<file path="src/rtl/fetch_mem_unit.sv">
// Multicycle-MIPS front end: owns PC/IR/MDR and the memory request handshake,
// stalling the microcoded control unit while memory is slow and flagging bus faults.
module fetch_mem_unit #(
  parameter logic [31:0] PC_RESET = 32'h0000_0000,
  parameter int          WAIT_MAX = 8
) (
  input  logic        CLK,
  input  logic        Rst,
  input  logic        PCWr,
  input  logic        PCWrCond,
  input  logic        Zero,
  input  logic [1:0]  PCSrc,
  input  logic        IorD,
  input  logic        MemRd,
  input  logic        MemWr,
  input  logic        IRWr,
  input  logic [31:0] ALUResult,
  input  logic [31:0] ALUOut,
  input  logic [31:0] BReg,
  input  logic [31:0] MemRdData,
  input  logic        MemRdy,
  output logic [31:0] MemAddr,
  output logic [31:0] MemWData,
  output logic        MemRdEn,
  output logic        MemWrEn,
  output logic        Stall,
  output logic [31:0] PC,
  output logic [31:0] IR,
  output logic [5:0]  Op,
  output logic [31:0] MDR,
  output logic        BusErr,
  output logic        AddrErr
);

  localparam int              CNT_W    = (WAIT_MAX > 1) ? $clog2(WAIT_MAX) : 1;
  localparam logic [CNT_W-1:0] CNT_LAST = CNT_W'(WAIT_MAX - 1);

  typedef enum logic {S_IDLE, S_WAIT} state_t;

  state_t            state;
  logic [CNT_W-1:0]  cnt;
  logic [31:0]       acc_addr_p1;
  logic [31:0]       acc_wdata_p1;
  logic              acc_wr_p1;

  logic              req;
  logic [31:0]       idle_addr;
  logic              misal;
  logic              done;
  logic              timeout;
  logic              rd_done;
  logic              pc_we;
  logic [31:0]       pc_next;

  assign req       = MemRd | MemWr;
  assign idle_addr = IorD ? ALUOut : PC;
  assign Op        = IR[31:26];

  // p0: request decode; in WAIT the latched access drives the bus
  always_comb begin
    MemAddr  = idle_addr;
    MemWData = BReg;
    MemRdEn  = 1'b0;
    MemWrEn  = 1'b0;
    Stall    = 1'b0;
    done     = 1'b0;
    timeout  = 1'b0;
    misal    = 1'b0;
    if (state == S_IDLE) begin
      if (req) begin
        if (idle_addr[1:0] != 2'b00) begin
          misal = 1'b1;
        end else begin
          MemWrEn = MemWr;
          MemRdEn = ~MemWr;
          Stall   = ~MemRdy;
          done    = MemRdy;
        end
      end
    end else begin
      MemAddr  = acc_addr_p1;
      MemWData = acc_wdata_p1;
      MemWrEn  = acc_wr_p1;
      MemRdEn  = ~acc_wr_p1;
      if (MemRdy)
        done = 1'b1;
      else if (cnt == CNT_LAST)
        timeout = 1'b1;
      else
        Stall = 1'b1;
    end
    // Strobes must stay quiet while reset is held, independent of the inputs.
    if (!Rst) begin
      MemRdEn = 1'b0;
      MemWrEn = 1'b0;
      Stall   = 1'b0;
      done    = 1'b0;
      timeout = 1'b0;
      misal   = 1'b0;
    end
  end

  assign rd_done = done & MemRdEn;
  assign pc_we   = ~Stall & (PCWr | (PCWrCond & Zero));

  always_comb begin
    case (PCSrc)
      2'b00:   pc_next = ALUResult;
      2'b01:   pc_next = ALUOut;
      2'b10:   pc_next = {PC[31:28], IR[25:0], 2'b00};
      default: pc_next = PC;
    endcase
  end

  // p1: control state, architectural registers and sticky fault flags
  always_ff @(posedge CLK or negedge Rst) begin
    if (!Rst) begin
      state     <= S_IDLE;
      cnt       <= '0;
      acc_wr_p1 <= 1'b0;
      PC        <= PC_RESET;
      IR        <= '0;
      MDR       <= '0;
      BusErr    <= 1'b0;
      AddrErr   <= 1'b0;
    end else begin
      case (state)
        S_IDLE: begin
          if (Stall) begin
            state     <= S_WAIT;
            cnt       <= '0;
            acc_wr_p1 <= MemWr;
          end
        end
        default: begin
          if (done || timeout)
            state <= S_IDLE;
          else
            cnt <= cnt + CNT_W'(1);
        end
      endcase
      if (timeout) BusErr  <= 1'b1;
      if (misal)   AddrErr <= 1'b1;
      if (rd_done) begin
        MDR <= MemRdData;
        if (IRWr) IR <= MemRdData;
      end
      if (pc_we) PC <= pc_next;
    end
  end

  // p1: address and store data captured once so the access survives input changes
  always_ff @(posedge CLK) begin
    if (state == S_IDLE && Stall) begin
      acc_addr_p1  <= MemAddr;
      acc_wdata_p1 <= BReg;
    end
  end

endmodule

</file>
<file path="config.mk">
export PLATFORM = sky130hd
export DESIGN_NAME = fetch_mem_unit
export DESIGN_NICKNAME = d
export VERILOG_FILES = /design/src/rtl/fetch_mem_unit.sv
export SDC_FILE = /design/constraint.sdc
export NUM_CORES = 1
export LEC_CHECK = 0
export CAP_MARGIN = 20
export CORE_ASPECT_RATIO = 0.6
export CORE_MARGIN = 4
export CORE_UTILIZATION = 42
export CTS_CLUSTER_DIAMETER = 120
export DETAILED_ROUTE_END_ITERATION = 7
export DONT_BUFFER_PORTS = 1
export GPL_TIMING_DRIVEN = 0
export HOLD_SLACK_MARGIN = 0.02
export PLACE_DENSITY = 0.6
export SYNTH_ARGS = -nofsm -noshare
export SYNTH_HDL_FRONTEND = slang
export SYNTH_SLANG_ARGS = --single-unit
</file>
<file path="constraint.sdc">
create_clock -name CLK -period 3.39 [get_ports CLK]
set_input_delay 0.678 -clock CLK [delete_from_list [all_inputs] [get_ports CLK]]
set_output_delay 0.678 -clock CLK [all_outputs]
set_load 0.02 [all_outputs]
</file>
### After elaboration in Yosys (flattened, before gate mapping)

Cells that the tools add are included.

* register bits: 167
* input bits: 140
* output and inout port bits: 171
* logic and storage cells: 76

* add/sub/neg operators: 1
* equality and inequality tests: 4
* muxes and demuxes: 37
* bitwise operators: 11
* reductions and logical operators: 12

Operators with widths (number)
* 32-bit 2-to-1 mux: 3
* 32-bit one-hot mux with 3 select lines: 1
* 1-bit 2-to-1 mux: 30
* 3-bit 2-to-1 mux: 3
* 2-bit AND reduction: 4
* 1-bit NOT: 6
* 2-bit nonzero test: 3
* 3-bit by 1-bit adder with 3-bit output (second input constant): 1
* 1-bit AND: 3
* 3-bit equality test (second input constant): 1
* 3-bit AND reduction: 1
* 3-bit nonzero test: 1
* 2-bit by 1-bit equality test with 1-bit output (second input constant): 1
* 2-bit equality test (second input constant): 1
* 2-bit zero test: 1
* 2-bit inequality test (second input constant): 1
* 1-bit OR: 2
* 1-bit logical AND: 1
* 1-bit logical OR: 1

### Logic depth before layout (Yosys ltp)

Gate-level depths: netlist (run 1).

* word-level depth: 9
* depth in mapped cells: 7
* mapped depth without buffers: 6

### Worst setup path after synthesis (run 1)

No wires, ideal clock.

* path kind: input-to-reg
* start: in IorD
* end: reg acc_wr_p1
* setup time: 128 ps
* arrival time: 2960 ps
* data required time: 3262 ps
* setup slack: 302 ps
* cell stages on the path: 4
* path buffers: 1
* cells stage by stage: buf_2 -> nor3b_1 -> o211a_1 -> mux2_2

* longest elaborated chain between the ends: 7

Ends and longest elaborated chain
* start: declaration: RTL line 13 `input logic IorD,`
* 32-bit 2-to-1 mux: RTL line 56 `assign idle_addr = IorD ? ALUOut : PC;`
* 2-bit nonzero test: RTL line 71 `if (idle_addr[1:0] != 2'b00) begin`
* 1-bit 2-to-1 mux: RTL line 71
* 1-bit 2-to-1 mux: RTL line 70 `if (req) begin`
* 1-bit 2-to-1 mux: RTL line 69 `if (state == S_IDLE) begin`
* 1-bit 2-to-1 mux: RTL line 93 `if (!Rst) begin`
* 2-bit AND reduction (no source line)
* end signal: assignment: RTL line 132 `acc_wr_p1 <= MemWr;`
* end: declaration: RTL line 44 `logic acc_wr_p1;`

No other way between the ends.
A chain may end at the register's enable or synchronous reset.

### Worst setup path after layout (run 1)

* start: in IorD
* end: out MemAddr[2]

* longest elaborated chain between the ends: 2

Ends and longest elaborated chain
* 32-bit 2-to-1 mux: RTL line 56
* 32-bit 2-to-1 mux: RTL line 69
* end: declaration: RTL line 22 `output logic [31:0] MemAddr,`

No other way between the ends.

==> results of run 1 <==
[kinds of logic (layout without fill, tap and decap cells)]
group / after synthesis / in the layout / synth area share
AOI/OAI and AO/OA: 103 / 103 / 0.0836
adders and majority gates: 6 / 6 / 0.00985
buffers and inverters: 51 / 84 / 0.0302
DFF: 167 / 167 / 0.590
muxes: 162 / 162 / 0.234
and+or+nand+nor: 89 / 89 / 0.0519
[what timing repair did]
action,in CTS,in global routing
buffers inserted,0,0
gates resized for setup,2,4
hold endpoints to repair,103,0
setup endpoints to repair,11,4
hold buffers,1,0
[state kept, by name, summed over array words and instances, names as in the netlist]
name,flops
state,1
acc_addr_p1,32
acc_wdata_p1,32
acc_wr_p1,1
AddrErr,1
PC,32
IR,32
cnt,3
BusErr,1
MDR,32
[cell usage after synthesis (all sizes together)]
master	n	area share
ha	6	0.0099
mux2	129	0.19
or2	2	0.0016
nand3	9	0.0066
nand2b	2	0.0016
mux2i	33	0.043
o211a	1	0.0013
a22oi	26	0.026
nand2	36	0.018
inv	8	0.0039
o21ai	42	0.028
nor3	2	0.0013
a31o	2	0.0023
nand4	1	0.0016
nor3b	1	0.00099
or3	1	0.00082
and4	1	0.0011
nor2b	2	0.0016
a21boi	1	0.00099
a21oi	28	0.018
o21ba	1	0.0013
dfrtp	103	0.34
and3	1	0.00082
clkbuf	23	0.011
a211oi	1	0.0026
buf	20	0.015
edfxtp	64	0.25
and2	2	0.0016
a221oi	1	0.0034
nor2	29	0.014
[cell type report]
class / count / area, um^2
repair buffers: 1 / 27.5
well taps: 234 / 293
inverters: 8 / 30.0
clock buffers: 20 / 468
clock inverters: 12 / 105
flip-flops and latches: 167 / 4500
multi-input cells: 360 / 2900
plain buffers: 43 / 209
fillers: 1529 / 8920
[critical path: stages]
cell and delay [ns]:
buf_2 0.21, buf_1 0.68, mux2i_1 0.24, o21ai_0 0.78
[final timing paths]
| check | to | slack, ns | start | cells past startpoint |
|---|---|---|---|---|
| max in group asynchronous | AddrErr$_DFFE_PN0P_ | 2.76 | Rst | 1 |
| min in group CLK | acc_wdata_p1[4]$_DFFE_PP_ | 0.35 | BReg[4] | 0 |
| hold reg to reg | cnt[0]$_DFFE_PN0P_ | 0.49 | cnt[0]$_DFFE_PN0P_ | 1 |
| setup reg to reg | PC[8]$_DFFE_PN0P_ | 0.81 | cnt[0]$_DFFE_PN0P_ | 6 |
| hold / removal | MDR[16]$_DFFE_PN0P_ | 0.18 | Rst | 1 |
| setup / recovery | MemAddr[2] | 0.11 | IorD | 4 |
[routing by layer]
metal / GRT usage / wire length (um)
met1: 0.279 / 9350
met2: 0.341 / 10500
met3: 0.0962 / 2620
met4: 0.0710 / 398
met5: 0 / 0
[power groups by stage]
| stage | Clock [mW] | Sequential, mW | Combinational [mW] |
|---|---|---|---|
| CTS | 1.93 | 3.72 | 1.39 |
| global route | 2.03 | 3.77 | 1.52 |
| floorplan | 0 | 3.52 | 1.11 |
| detailed placement | 0 | 3.76 | 1.36 |
| global placement | 0 | 3.75 | 1.31 |
| finish | 1.91 | 3.70 | 1.38 |
[layout by cell type, fill, tap and decap left out, types with 2 or more instances in the layout]
cell	netlist	routed
mux2_2	77	77
nor3_1	2	2
and2_1	2	2
edfxtp_1	64	64
nor2b_1	2	2
nand3_1	8	8
dfrtp_1	103	103
ha_1	6	6
a22oi_1	26	26
inv_1	8	8
buf_2	7	7
inv_6	0	5
nand2_1	36	36
clkbuf_1	23	21
or2_1	2	2
nor2_1	29	29
a31o_2	2	2
inv_8	0	3
clkbuf_2	0	2
mux2i_1	33	33
nand2b_1	2	2
mux2_1	52	52
buf_4	8	8
a21oi_1	28	28
buf_1	5	5
o21ai_0	42	41
clkbuf_16	0	18
==> results.py, run 1 <==
metrics = {
    "placement": {
        "dp_hpwl_um": 17100,
        "placed_area_um2": 7920,
        "place_ws_ns": -0.0725,
        "gp_congestion": 0.898,
        "io_buffers": 0,
        "placedCellCount": 812,
    },
    "timing": {
        "fmax_mhz": 305,
        "drv_slew": 0,
        "rsz0062_at_grt": "false",
        "worstMarginPinSlew_ns": 0.976,
        "fin_skew_ns": 0.00917,
        "finalSetupViolCount": 0,
        "hold_violations": 0,
        "tns_ns": 0,
        "fin_crit_ns": 3.28,
        "slew_headroom": 0.349,
        "timing.final.crit_share": 0.967,
        "fin_hold_ws_ns": 0.176,
        "fin_ws_ns": 0.113,
    },
    "power_and_ir_drop": {
        "total_power_mw": 6.99,
        "power_frac_clock": 0.273,
        "power_frac_seq": 0.529,
        "internal_power_mw": 4.22,
        "power.switching_mw": 2.77,
        "p_leak_nw": 3.38,
        "cellPowerDensity_nw_per_um2": 820,
        "ir_worst_vdd_uv": 380,
        "sw_frac_of_total": 0.397,
        "combPwrFrac": 0.197,
    },
    "synthesis": {
        "yosysWarnings": 0,
        "ys_seq_elements": 167,
        "postSynthAreaPerCell_um2": 13.2,
        "netlist_area_um2": 7620,
        "netlist_instances": 578,
        "synth_cell_type_count": 34,
        "synth-seq-area-share": 0.590,
        "syn_nets": 724,
    },
    "layout": {
        "fin_nets": 744,
        "num_antenna_cells": 0,
        "final_area_um2": 8530,
        "fin_cells": 845,
        "utilization": 0.489,
        "drive_above_1_share": 0.219,
        "area_growth_pct": 11.9,
    },
    "clock_network": {
        "clock_path_buffers": 2,
        "cts.htree.levels": 4,
        "numCtsBuffers": 17,
        "cts.sinks": 167,
        "cts_tree": "yes",
        "clk_latency_ns": 0.42,
        "root_buffer": "clkbuf_16",
        "clk_pin_slew_ns": 0.07,
    },
    "global_route": {
        "grt_pass1_vias": 5368,
        "grt_pass1_wl_um": 34000,
        "grt_overflow": 0,
        "grt_max_degree": 104,
        "antenna_found_initial": 0,
        "grt_use_total": 0.220,
    },
    "worst_setup_path": {
        "crit_type": "primary input to output pin",
        "start_kind": "primary input",
        "crit_arrival_ns": 2.60,
        "cp-end-kind": "output pin",
        "worst-endpoint-required_ns": 2.71,
        "path_max_fanout": 10,
    },
    "floorplan": {
        "initial_core_util": 0.437,
        "coreArea_um2": 17500,
        "dieArea_um2": 20400,
        "io_pins": 311,
        "rows": 37,
        "die_width_um": 182,
        "die_h_um": 112,
    },
    "drt": {
        "first_pass_iters": 5,
        "drt-wirelength-per-cell_um": 27.0,
        "routed_wl_um": 22800,
        "ant_nets": 0,
        "via_per_inst": 5.79,
        "drt_iter0_markers": 326,
        "drc": 0,
        "vias": 4895,
    },
    "outcome": {
        "status": "finished clean",
    },
    "flow_run": {
        "cap_violations": 0,
    },
    "hold_path": {
        "min_path_type": "primary input to asynchronous set/reset pin",
    },
}
(Power assumes the default switching activity.)
==> inputs of run 2 (changes only) <==
Settings changed: CORE_UTILIZATION 42 to 55, CTS_CLUSTER_DIAMETER 120 to 40, PLACE_DENSITY 0.6 to 0.74.
==> run 2 against run 1 <==
Sequential share of layout area is 0.51 points higher. Non-clock buffer count stayed put. Die area is 22% lower. Worst setup slack better by 0.045 ns. Clock skew hardly changed. Clock power hardly changed. First-iteration DRC count is 8.3% lower. Sequential power hardly changed.
==> results.py, run 2 (synthesized netlist as in run 1, its figures left out) <==
metrics = {
    "outcome": {
        "status": "finished clean",
    },
    "worst_setup_path": {
        "reg2reg_depth": 6,
        "cp-end-kind": "output pin",
        "worst-endpoint-required_ns": 2.71,
        "reg2reg_slack_ns": 1.02,
        "crit_arrival_ns": 2.55,
        "r2r_start": "cnt[0]$_DFFE_PN0P_",
        "r2r-end": "PC[12]$_DFFE_PN0P_",
        "start_kind": "primary input",
        "crit_type": "primary input to output pin",
        "path_max_fanout": 10,
    },
    "global_route": {
        "antenna_found_initial": 0,
        "grt_pass1_vias": 5336,
        "grt_use_total": 0.267,
        "grt_max_degree": 104,
        "grt_pass1_wl_um": 32300,
        "grt_overflow": 0,
    },
    "clock_network": {
        "numCtsBuffers": 17,
        "cts_tree": "yes",
        "cts.htree.levels": 4,
        "root_buffer": "clkbuf_16",
        "post-cts-setup-buffers": 0,
        "clk_pin_slew_ns": 0.07,
        "clock_path_buffers": 2,
        "cts.sinks": 167,
        "clk_latency_ns": 0.41,
    },
    "timing": {
        "worstMarginPinSlew_ns": 0.986,
        "drv_slew": 0,
        "finalSetupViolCount": 0,
        "fmax_mhz": 309,
        "hold_violations": 0,
        "fin_skew_ns": 0.00935,
        "slew_headroom": 0.343,
        "rsz0062_at_grt": "false",
        "fin_crit_ns": 3.23,
        "timing.final.crit_share": 0.953,
    },
    "drt": {
        "routed_wl_um": 21300,
        "drt_iter0_markers": 299,
        "first_pass_iters": 4,
        "drt-wirelength-per-cell_um": 27.3,
        "vias": 4928,
        "ant_nets": 0,
        "drc": 0,
        "via_per_inst": 6.31,
    },
    "power_and_ir_drop": {
        "p_leak_nw": 3.38,
        "cellPowerDensity_nw_per_um2": 821,
        "total_power_mw": 6.94,
        "ir_worst_vdd_uv": 372,
    },
    "floorplan": {
        "rows": 32,
        "initial_core_util": 0.577,
        "die_h_um": 99.2,
        "io_pins": 311,
        "coreArea_um2": 13200,
        "dieArea_um2": 15900,
        "die_width_um": 160,
    },
    "layout": {
        "n_fill_cell": 984,
        "fin_nets": 744,
        "utilization": 0.639,
        "drive_above_1_share": 0.218,
        "mostFrequentLayoutCells": "dfrtp_1 (103), mux2_2 (77), edfxtp_1 (64), mux2_1 (52), o21ai_0 (42)",
        "num_antenna_cells": 0,
        "final_common_cell": "dfrtp_1",
        "multi_input_area_um2": 2900,
        "regArea_um2": 4500,
        "area_growth_pct": 10.9,
    },
    "hold_path": {
        "min_path_type": "primary input to asynchronous set/reset pin",
    },
    "placement": {
        "gp_congestion": 0.831,
        "dp_hpwl_um": 16000,
        "io_buffers": 0,
    },
    "flow_run": {
        "cap_violations": 0,
    },
}
[run 2: where the power goes]
| part | total [mW] | internal, mW | switching (mW) | leakage [nW] |
|---|---|---|---|---|
| Sequential | 3.68 | 2.63 | 1.05 | 1.83 |
| Clock | 1.89 | 1.06 | 0.827 | 0.287 |
| Combinational | 1.37 | 0.557 | 0.811 | 1.26 |
| Total | 6.94 | 4.25 | 2.69 | 3.38 |
[run 2: repair_timing]
action / in CTS / in global routing
gates resized for setup: 0 / 3
setup endpoints to repair: 0 / 10
endpoints found under the hold margin: 103 / 0
hold buffers: 1 / 0
[run 2: worst max-delay path by stage]
| stage | startpoint | endpoint |
|---|---|---|
| final | IorD | MemAddr[12] |
| after global routing | IorD | MemAddr[17] |
| after CTS | state$_DFF_PN0_ | MemAddr[26] |
| after detailed placement | IorD | MemAddr[27] |
| after global placement | IorD | acc_wr_p1$_DFFE_PN0P_ |
| after floorplan | IorD | acc_wr_p1$_DFFE_PN0P_ |
[run 2: layer usage]
metal  routed length (um)  up-vias  part of all wire  track usage
li1                     -     2152                 -            -
met1                 8190     2482              0.38        0.327
met2                10100      254              0.48        0.420
met3                 2480       40              0.12        0.123
met4                  515        0             0.024       0.0998
met5                    0        -                 0            0
[run 2: cell type report]
class | instances | area share
plain buffers | 43 | 0.0240
clock buffers | 22 | 0.0588
clock inverters | 10 | 0.00963
inverters | 8 | 0.00355
multi-input cells | 360 | 0.343
flip-flops and latches | 167 | 0.533
well taps | 170 | 0.0252
repair buffers | 1 | 0.00326
[run 2: stage by stage]
stage	hold slack, ns	setup TNS (ns)	area [um^2]	setup WS [ns]	instances
floorplan	0.382	0	7620	0.302	578
global placement	0.385	-13.97	7830	-0.339	748
CTS	0.212	0	8450	0.0745	781
detailed placement	0.384	0	7840	0.210	748
global route	0.215	0	8450	0.0801	781
finish	0.180	0	8450	0.158	781
[run 2: worst max-delay path: stages]
cell	delay [ns]
buf_2	0.20
clkbuf_1	0.75
mux2i_1	0.21
o21ai_0	0.71
==> inputs of run 3 (changes only) <==
Settings changed: CORE_UTILIZATION 55 to 45, PLACE_DENSITY 0.74 to 0.64, REMOVE_ABC_BUFFERS set to 1.
==> run 3 against run 2 <==
Die area increased by 21%. Combinational power is 9% lower. Fmax rose by 1.2%. Count of clock-buffer cells in the layout up 6. Worst setup slack gained 0.037 ns. Critical endpoint is now MemRdEn.
==> results.py, run 3 (synthesized netlist as in run 1, its figures left out) <==
metrics = {
    "timing": {
        "worstMarginPinSlew_ns": 0.968,
        "finalSetupViolCount": 0,
        "fmax_mhz": 313,
        "slew_headroom": 0.348,
        "drv_slew": 0,
        "hold_violations": 0,
        "fin_crit_ns": 3.20,
        "timing.final.crit_share": 0.943,
        "tns_ns": 0,
        "fin_skew_ns": 0.0132,
        "rsz0062_at_grt": "false",
    },
    "worst_setup_path": {
        "worstSetupStartpoint": "state$_DFF_PN0_",
        "reg2reg_depth": 7,
        "cp-end-kind": "output pin",
        "r2r-end": "PC[6]$_DFFE_PN0P_",
        "worst-endpoint-required_ns": 2.71,
        "start_kind": "flop",
        "crit_arrival_ns": 2.52,
        "critPathCapture": "MemRdEn",
        "r2r_start": "state$_DFF_PN0_",
        "reg2reg_slack_ns": 0.35,
        "crit_type": "flop to output pin",
        "path_max_fanout": 69,
    },
    "placement": {
        "dp_hpwl_um": 14000,
        "gp_congestion": 0.750,
        "io_buffers": 0,
    },
    "clock_network": {
        "cts_tree": "yes",
        "root_buffer": "clkbuf_16",
        "cts.htree.levels": 4,
        "clk_pin_slew_ns": 0.07,
        "clk_latency_ns": 0.43,
        "clock_path_buffers": 2,
        "post-cts-setup-buffers": 0,
        "numCtsBuffers": 17,
        "cts.sinks": 167,
    },
    "power_and_ir_drop": {
        "sw_frac_of_total": 0.364,
        "ir_worst_vdd_uv": 477,
        "internal_power_mw": 4.46,
        "power_frac_seq": 0.529,
        "power_frac_clock": 0.295,
        "p_leak_nw": 3.37,
        "total_power_mw": 7.02,
        "power.switching_mw": 2.55,
        "cellPowerDensity_nw_per_um2": 821,
        "combPwrFrac": 0.177,
    },
    "floorplan": {
        "dieArea_um2": 19100,
        "coreArea_um2": 16400,
        "io_pins": 311,
        "die_h_um": 109,
        "initial_core_util": 0.465,
        "rows": 36,
        "die_width_um": 176,
    },
    "layout": {
        "fin_nets": 708,
        "num_antenna_cells": 0,
        "final_common_cell": "dfrtp_1",
        "mostFrequentLayoutCells": "dfrtp_1 (102), mux2_2 (77), edfxtp_1 (64), mux2_1 (52), o21ai_0 (42)",
        "n_fill_cell": 1378,
        "area_growth_pct": 12.2,
        "drive_above_1_share": 0.216,
    },
    "drt": {
        "drc": 0,
        "first_pass_iters": 6,
        "via_per_inst": 5.80,
        "vias": 4661,
        "drt_iter0_markers": 244,
        "drt-wirelength-per-cell_um": 24.6,
        "ant_nets": 0,
        "routed_wl_um": 19800,
    },
    "flow_run": {
        "cap_violations": 0,
    },
    "outcome": {
        "status": "finished clean",
    },
    "global_route": {
        "grt_pass1_vias": 4861,
        "grt_pass1_wl_um": 29100,
        "antenna_found_initial": 0,
        "grt_overflow": 0,
        "grt_use_total": 0.200,
        "grt_max_degree": 104,
    },
    "hold_path": {
        "min_path_type": "primary input to asynchronous set/reset pin",
    },
}
==> run 3: cell types whose count changed in the layout (fill, tap and decap cells not counted), sizes merged <==
cell    before  now
bufinv       0    2
inv         13    8
clkbuf      46   28
clkinv       5    2
buf         20    8
==> run 3: worst min path at each step <==
stage                     startpoint                   to  slack (ns)  cells after the start
after CTS                        Rst    PC[1]$_DFFE_PN0P_        0.21                      1
final                            Rst    PC[1]$_DFFE_PN0P_        0.19                      1
after detailed placement         Rst  MDR[27]$_DFFE_PN0P_        0.39                      0
after floorplan                  Rst  AddrErr$_DFFE_PN0P_        0.38                      0
after global routing             Rst    PC[1]$_DFFE_PN0P_        0.21                      1
after global placement           Rst  MDR[27]$_DFFE_PN0P_        0.39                      0
==> run 3: area by class of cell <==
type / instances / area [um^2] / share of cell area
Clock buffer: 28 / 571 / 0.0667
Clock inverter: 4 / 73.8 / 0.00863
Inverter: 8 / 30.0 / 0.00351
Multi-Input combinational cell: 360 / 2920 / 0.341
Sequential cell: 167 / 4500 / 0.527
Tap cell: 228 / 285 / 0.0334
Timing Repair Buffer: 8 / 168 / 0.0196
==> run 3: power by group through the flow <==
| stage | Sequential, mW | Clock, mW | Combinational, mW |
|---|---|---|---|
| detailed placement | 3.75 | 0 | 1.22 |
| finish | 3.71 | 2.07 | 1.24 |
| CTS | 3.72 | 2.12 | 1.25 |
| global placement | 3.79 | 0 | 1.11 |
| floorplan | 3.61 | 0 | 0.959 |
| global route | 3.78 | 2.21 | 1.36 |
==> run 3: per-stage QoR <==
step,setup WS [ns],util,instances,hold WS [ns],instance area (um^2)
2_1_floorplan,-0.604,-,535,0.382,7420
3_3_place_gp,-2.47,0.470,763,0.386,7700
3_5_place_dp,0.0453,0.479,770,0.385,7860
4_1_cts,0.0336,0.520,803,0.205,8530
5_1_grt,0.0313,0.521,803,0.214,8550
6_report,0.195,0.521,803,0.194,8550
==> run 3: worst max-delay path, cell delays in order (launching register included) <==
cell and delay, ns:
dfrtp_4 0.67, buf_16 0.32, nor2b_1 0.13, a221oi_4 0.53
and4_1 0.41
==> run 3: timing repair <==
item / CTS / global route
resized for setup: 0 / 2
hold buffers: 1 / 0
endpoints found under the setup margin: 0 / 15
hold endpoints to repair: 103 / 0
==> run 3: layer usage <==
| layer | track usage | routed length [um] |
|---|---|---|
| met1 | 0.234 | 7460 |
| met2 | 0.319 | 9390 |
| met3 | 0.108 | 2640 |
| met4 | 0.0651 | 274 |
| met5 | 0 | 0 |
